### src/rtl/regfile_hilo.sv
// Writeback-stage GPR file (32 x DATA_W, r0 hardwired to zero) plus HI/LO registers.
// Writes commit on the clock edge; reads are combinational, with same-cycle writeback bypass.
module regfile_hilo #(
  parameter int DATA_W = 32,
  parameter int ADDR_W = 5,
  parameter int NREG   = 2**ADDR_W
) (
  input  logic              clk,
  input  logic              rst,
  input  logic              wb_wReg,
  input  logic [ADDR_W-1:0] wb_wAddr,
  input  logic [DATA_W-1:0] wb_wData,
  input  logic              wb_wHiLo,
  input  logic [DATA_W-1:0] wb_hiData,
  input  logic [DATA_W-1:0] wb_loData,
  input  logic              re1,
  input  logic [ADDR_W-1:0] raddr1,
  output logic [DATA_W-1:0] rdata1,
  input  logic              re2,
  input  logic [ADDR_W-1:0] raddr2,
  output logic [DATA_W-1:0] rdata2,
  output logic [DATA_W-1:0] hi_o,
  output logic [DATA_W-1:0] lo_o
);

  logic [DATA_W-1:0] regs_q [NREG];
  logic [DATA_W-1:0] hi_q;
  logic [DATA_W-1:0] lo_q;
  logic              gpr_we;

  // Writes to r0 are dropped here, so r0 stays zero in storage as well.
  assign gpr_we = wb_wReg && (wb_wAddr != '0);

  always_ff @(posedge clk) begin
    if (rst) begin
      for (int i = 0; i < NREG; i++) begin
        regs_q[i] <= '0;
      end
      hi_q <= '0;
      lo_q <= '0;
    end else begin
      if (gpr_we) begin
        regs_q[wb_wAddr] <= wb_wData;
      end
      if (wb_wHiLo) begin
        hi_q <= wb_hiData;
        lo_q <= wb_loData;
      end
    end
  end

  always_comb begin
    rdata1 = '0;
    if (!rst && raddr1 != '0 && re1) begin
      if (wb_wReg && wb_wAddr == raddr1) begin
        rdata1 = wb_wData;
      end else begin
        rdata1 = regs_q[raddr1];
      end
    end
  end

  always_comb begin
    rdata2 = '0;
    if (!rst && raddr2 != '0 && re2) begin
      if (wb_wReg && wb_wAddr == raddr2) begin
        rdata2 = wb_wData;
      end else begin
        rdata2 = regs_q[raddr2];
      end
    end
  end

  always_comb begin
    hi_o = '0;
    lo_o = '0;
    if (!rst) begin
      if (wb_wHiLo) begin
        hi_o = wb_hiData;
        lo_o = wb_loData;
      end else begin
        hi_o = hi_q;
        lo_o = lo_q;
      end
    end
  end

endmodule
### config.mk
export PLATFORM = sky130hd
export DESIGN_NAME = regfile_hilo
export DESIGN_NICKNAME = d
export VERILOG_FILES = /design/src/rtl/regfile_hilo.sv
export SDC_FILE = /design/constraint.sdc
export NUM_CORES = 2
export LEC_CHECK = 0
export CORE_ASPECT_RATIO = 1.5
export CORE_MARGIN = 4
export CORE_UTILIZATION = 66
export DETAILED_ROUTE_END_ITERATION = 10
export PLACE_DENSITY = 0.86
export SYNTH_ARGS = -nofsm -noshare
export SYNTH_HDL_FRONTEND = slang
export SYNTH_SLANG_ARGS = --single-unit
### constraint.sdc
create_clock -name clk -period 5.74 [get_ports clk]
set_input_delay 1.435 -clock clk [delete_from_list [all_inputs] [get_ports clk]]
set_output_delay 1.435 -clock clk [all_outputs]
set_load 0.005 [all_outputs]
==> out/qor.csv <==
metric,value,unit
max_cap viols,0,
area of the die,92400,sq um
number of flops mapped to enable cells by yosys,1024,
Slew Limit Fails,0,
ranking of synthesized cells by area,"edfxtp_1 53%, mux4_2 14%, and2_1 11%",
IO Port Bufs,244,
Die H,370,microns
Main synth FF type,edfxtp_1,
cell chain of the critical path,"buf_8, nor2b_4, buf_12, a221oi_1, a22oi_1, a21oi_1, buf_4, a221o_1, clkdlybuf4s50_1",
status,finished with violations,
Crit Path Max Fanout,53,
post-CTS setup repair buffer count,0,
Min Hold Slack,0.511,ns
CTS Buffer Depth,3,
Max stage delay on crit path,0.55,ns
Area Growth Syn to Fin,14.4,%
skew final,0,ns
top cell family by delay on the critical path,buffers and inverters,
Final nets,4414,
"flops & latches, synth",1088,
std cell rows,132,
largest net degree at the start of global routing,128,
Crit-path slowest cell,nor2b_4,
asr flop ratio synth,0,
CTS root buf,clkbuf_16,
CORE AREA,86500,sq um
post-route core utilization,0.764,
warning count from the yosys run,0,
Synth Area per Inst,14.1,sq um
WP data required,4.30,ns
failing checks,negative setup slack,
final worst-path setup slack,-0.00102,ns
Yosys top cell area share,0.532,
final hold violation count,0,
CP bufs+invs,4,
post-synthesis sequential area ratio,0.554,
vias post-DR,41900,
DRT antenna net count,0,
busiest grt layer,met2,
die width,250,microns
Synth area leader,edfxtp_1,
WP data arrival,4.31,ns
Via density,7.58,
drt first pass iters,9,
# hold bufs at CTS,0,
max_slew headroom,0.160,
measured slew at the worst slew-check pin,1.26,ns
total gr overflow,0,
starting density of the core,0.668,
drt wl/cell,34.4,microns
clock tree sinks,1088,
startpoint types,primary input,
remaining routing DRC violations,0,
Pleak,23.7,nW
met3 Track Usage GR,0.119,
Netlist Area Pre-Place,57800,sq um
"commonest non-fill, non-tap cell in the layout",edfxtp_1,
kind of end point of the critical path,output port,
Tmin final,5.74,ns
RePlAce Congestion,0.949,
vias in the first global route,43300,
cts bufs inserted,98,
Post-Place Worst Slack,0.0437,ns
DRT Wirelength,190000,microns
Cells after Synth,4107,
Top Ports,245,
met2 Use GR,0.648,
most frequent cells in the layout,"1024 x edfxtp_1, 992 x and2_1, 355 x mux4_2",
CTS tree,yes,
layout cells sized above 1,0.210,
Final Cycle Share,1.00,
worst hold path type,register to register,
Iter 0 DRT Violations,7158,
Clock transition at path regs,0.06,ns
htree depth,3,
VDD IR-drop max,0.339,mV
DPL Wire Length,114000,microns
clk_lat worst skew,0.69,ns
initial antenna violation count,7,
pwr dens,286,nW/um^2
met1 Resource Use GR,0.464,
first-pass GRT wire length,275000,microns
r2r setup slk,5.02,ns
Netlist cell types,46,
Setup CP Type,primary input to output port,
Final setup viols,1,
FMAX,0.174,GHz
RSZ-0062 raised after global routing,false,
gr usage total,0.406,
## cell type report
cell class                      count  area, sq um
Antenna cell                        7         17.5
Clock buffer                      114         2620
Clock inverter                     68          815
Fill cell                        4851        20400
Inverter                            2         7.51
Multi-Input combinational cell   2609        24100
Sequential cell                  1088        32000
Tap cell                         1139         1430
Timing Repair Buffer              498         5080
## final timing paths
| path | startpoint | end | cells past startpoint |
|---|---|---|---|
| max | raddr2[1] | rdata2[26] | 9 |
| min | lo_q[21] | lo_q[21] | 2 |
| max reg2reg | lo_q[17] | lo_q[17] | 2 |
| min reg2reg | lo_q[21] | lo_q[21] | 2 |
## sequential cells by signal, summed over array words and instances, names as in the netlist
signal,count
lo_q,32
hi_q,32
regs_q,1024
## metal layers
layer,up-vias,share of wire
met1,20200,0.29
met3,1283,0.14
met4,6,0.097
li1,16100,-
met5,-,0.00025
met2,4386,0.47
## where the power goes
| group | switching [mW] | internal (mW) | total (mW) | leakage, nW |
|---|---|---|---|---|
| logic | 1.35 | 1.08 | 2.43 | 11.7 |
| clock network | 3.03 | 4.08 | 7.12 | 1.67 |
| registers | 0.248 | 9.11 | 9.36 | 10.3 |
| total | 4.63 | 14.3 | 18.9 | 23.7 |
## kinds of logic after synthesis
family	after synthesis	share of synthesized area
compound gates	504	0.0683
xor+xnor	10	0.00152
buf+inv	441	0.0352
flops	1088	0.554
mux	737	0.206
other cells	1	0.0000649
simple gates	1326	0.135
## worst min-delay path: stages, from the launching register on
cell	delay (ns)
dfxtp_1	0.31
mux2i_1	0.06
nor2_1	0.11
## synthesized netlist by cell type (31+ instances only)
library cell     n
mux2_2          62
mux2i_1        320
edfxtp_1      1024
a221oi_1       126
nor2_1         161
a21oi_1         62
dfxtp_1         64
clkbuf_1       293
buf_2           89
nand3_1         36
and2_1         993
o21bai_1        62
a22oi_1         96
mux4_2         355
a221o_1         62
o21ai_1         31
o221ai_1        31
nor2b_1         36
nand2_1         37
or2_2           31
## repair_timing
action	4_1_cts	5_1_grt
gates resized for setup	1	5
cloned	0	0
endpoints found under the setup margin	1	8
## metrics by stage
stage | cells | setup TNS (ns) | area (sq um) | total power, mW
2_1_floorplan | 4138 | 0 | 57900 | 10.8
3_3_place_gp | 5336 | 0 | 62600 | 11.7
3_5_place_dp | 5336 | 0 | 62600 | 11.8
4_1_cts | 5518 | 0 | 66100 | 18.8
5_1_grt | 5519 | 0 | 66100 | 19.3
6_report | 5525 | -0.00102 | 66100 | 18.9
Power figures use the tool's default switching activity.
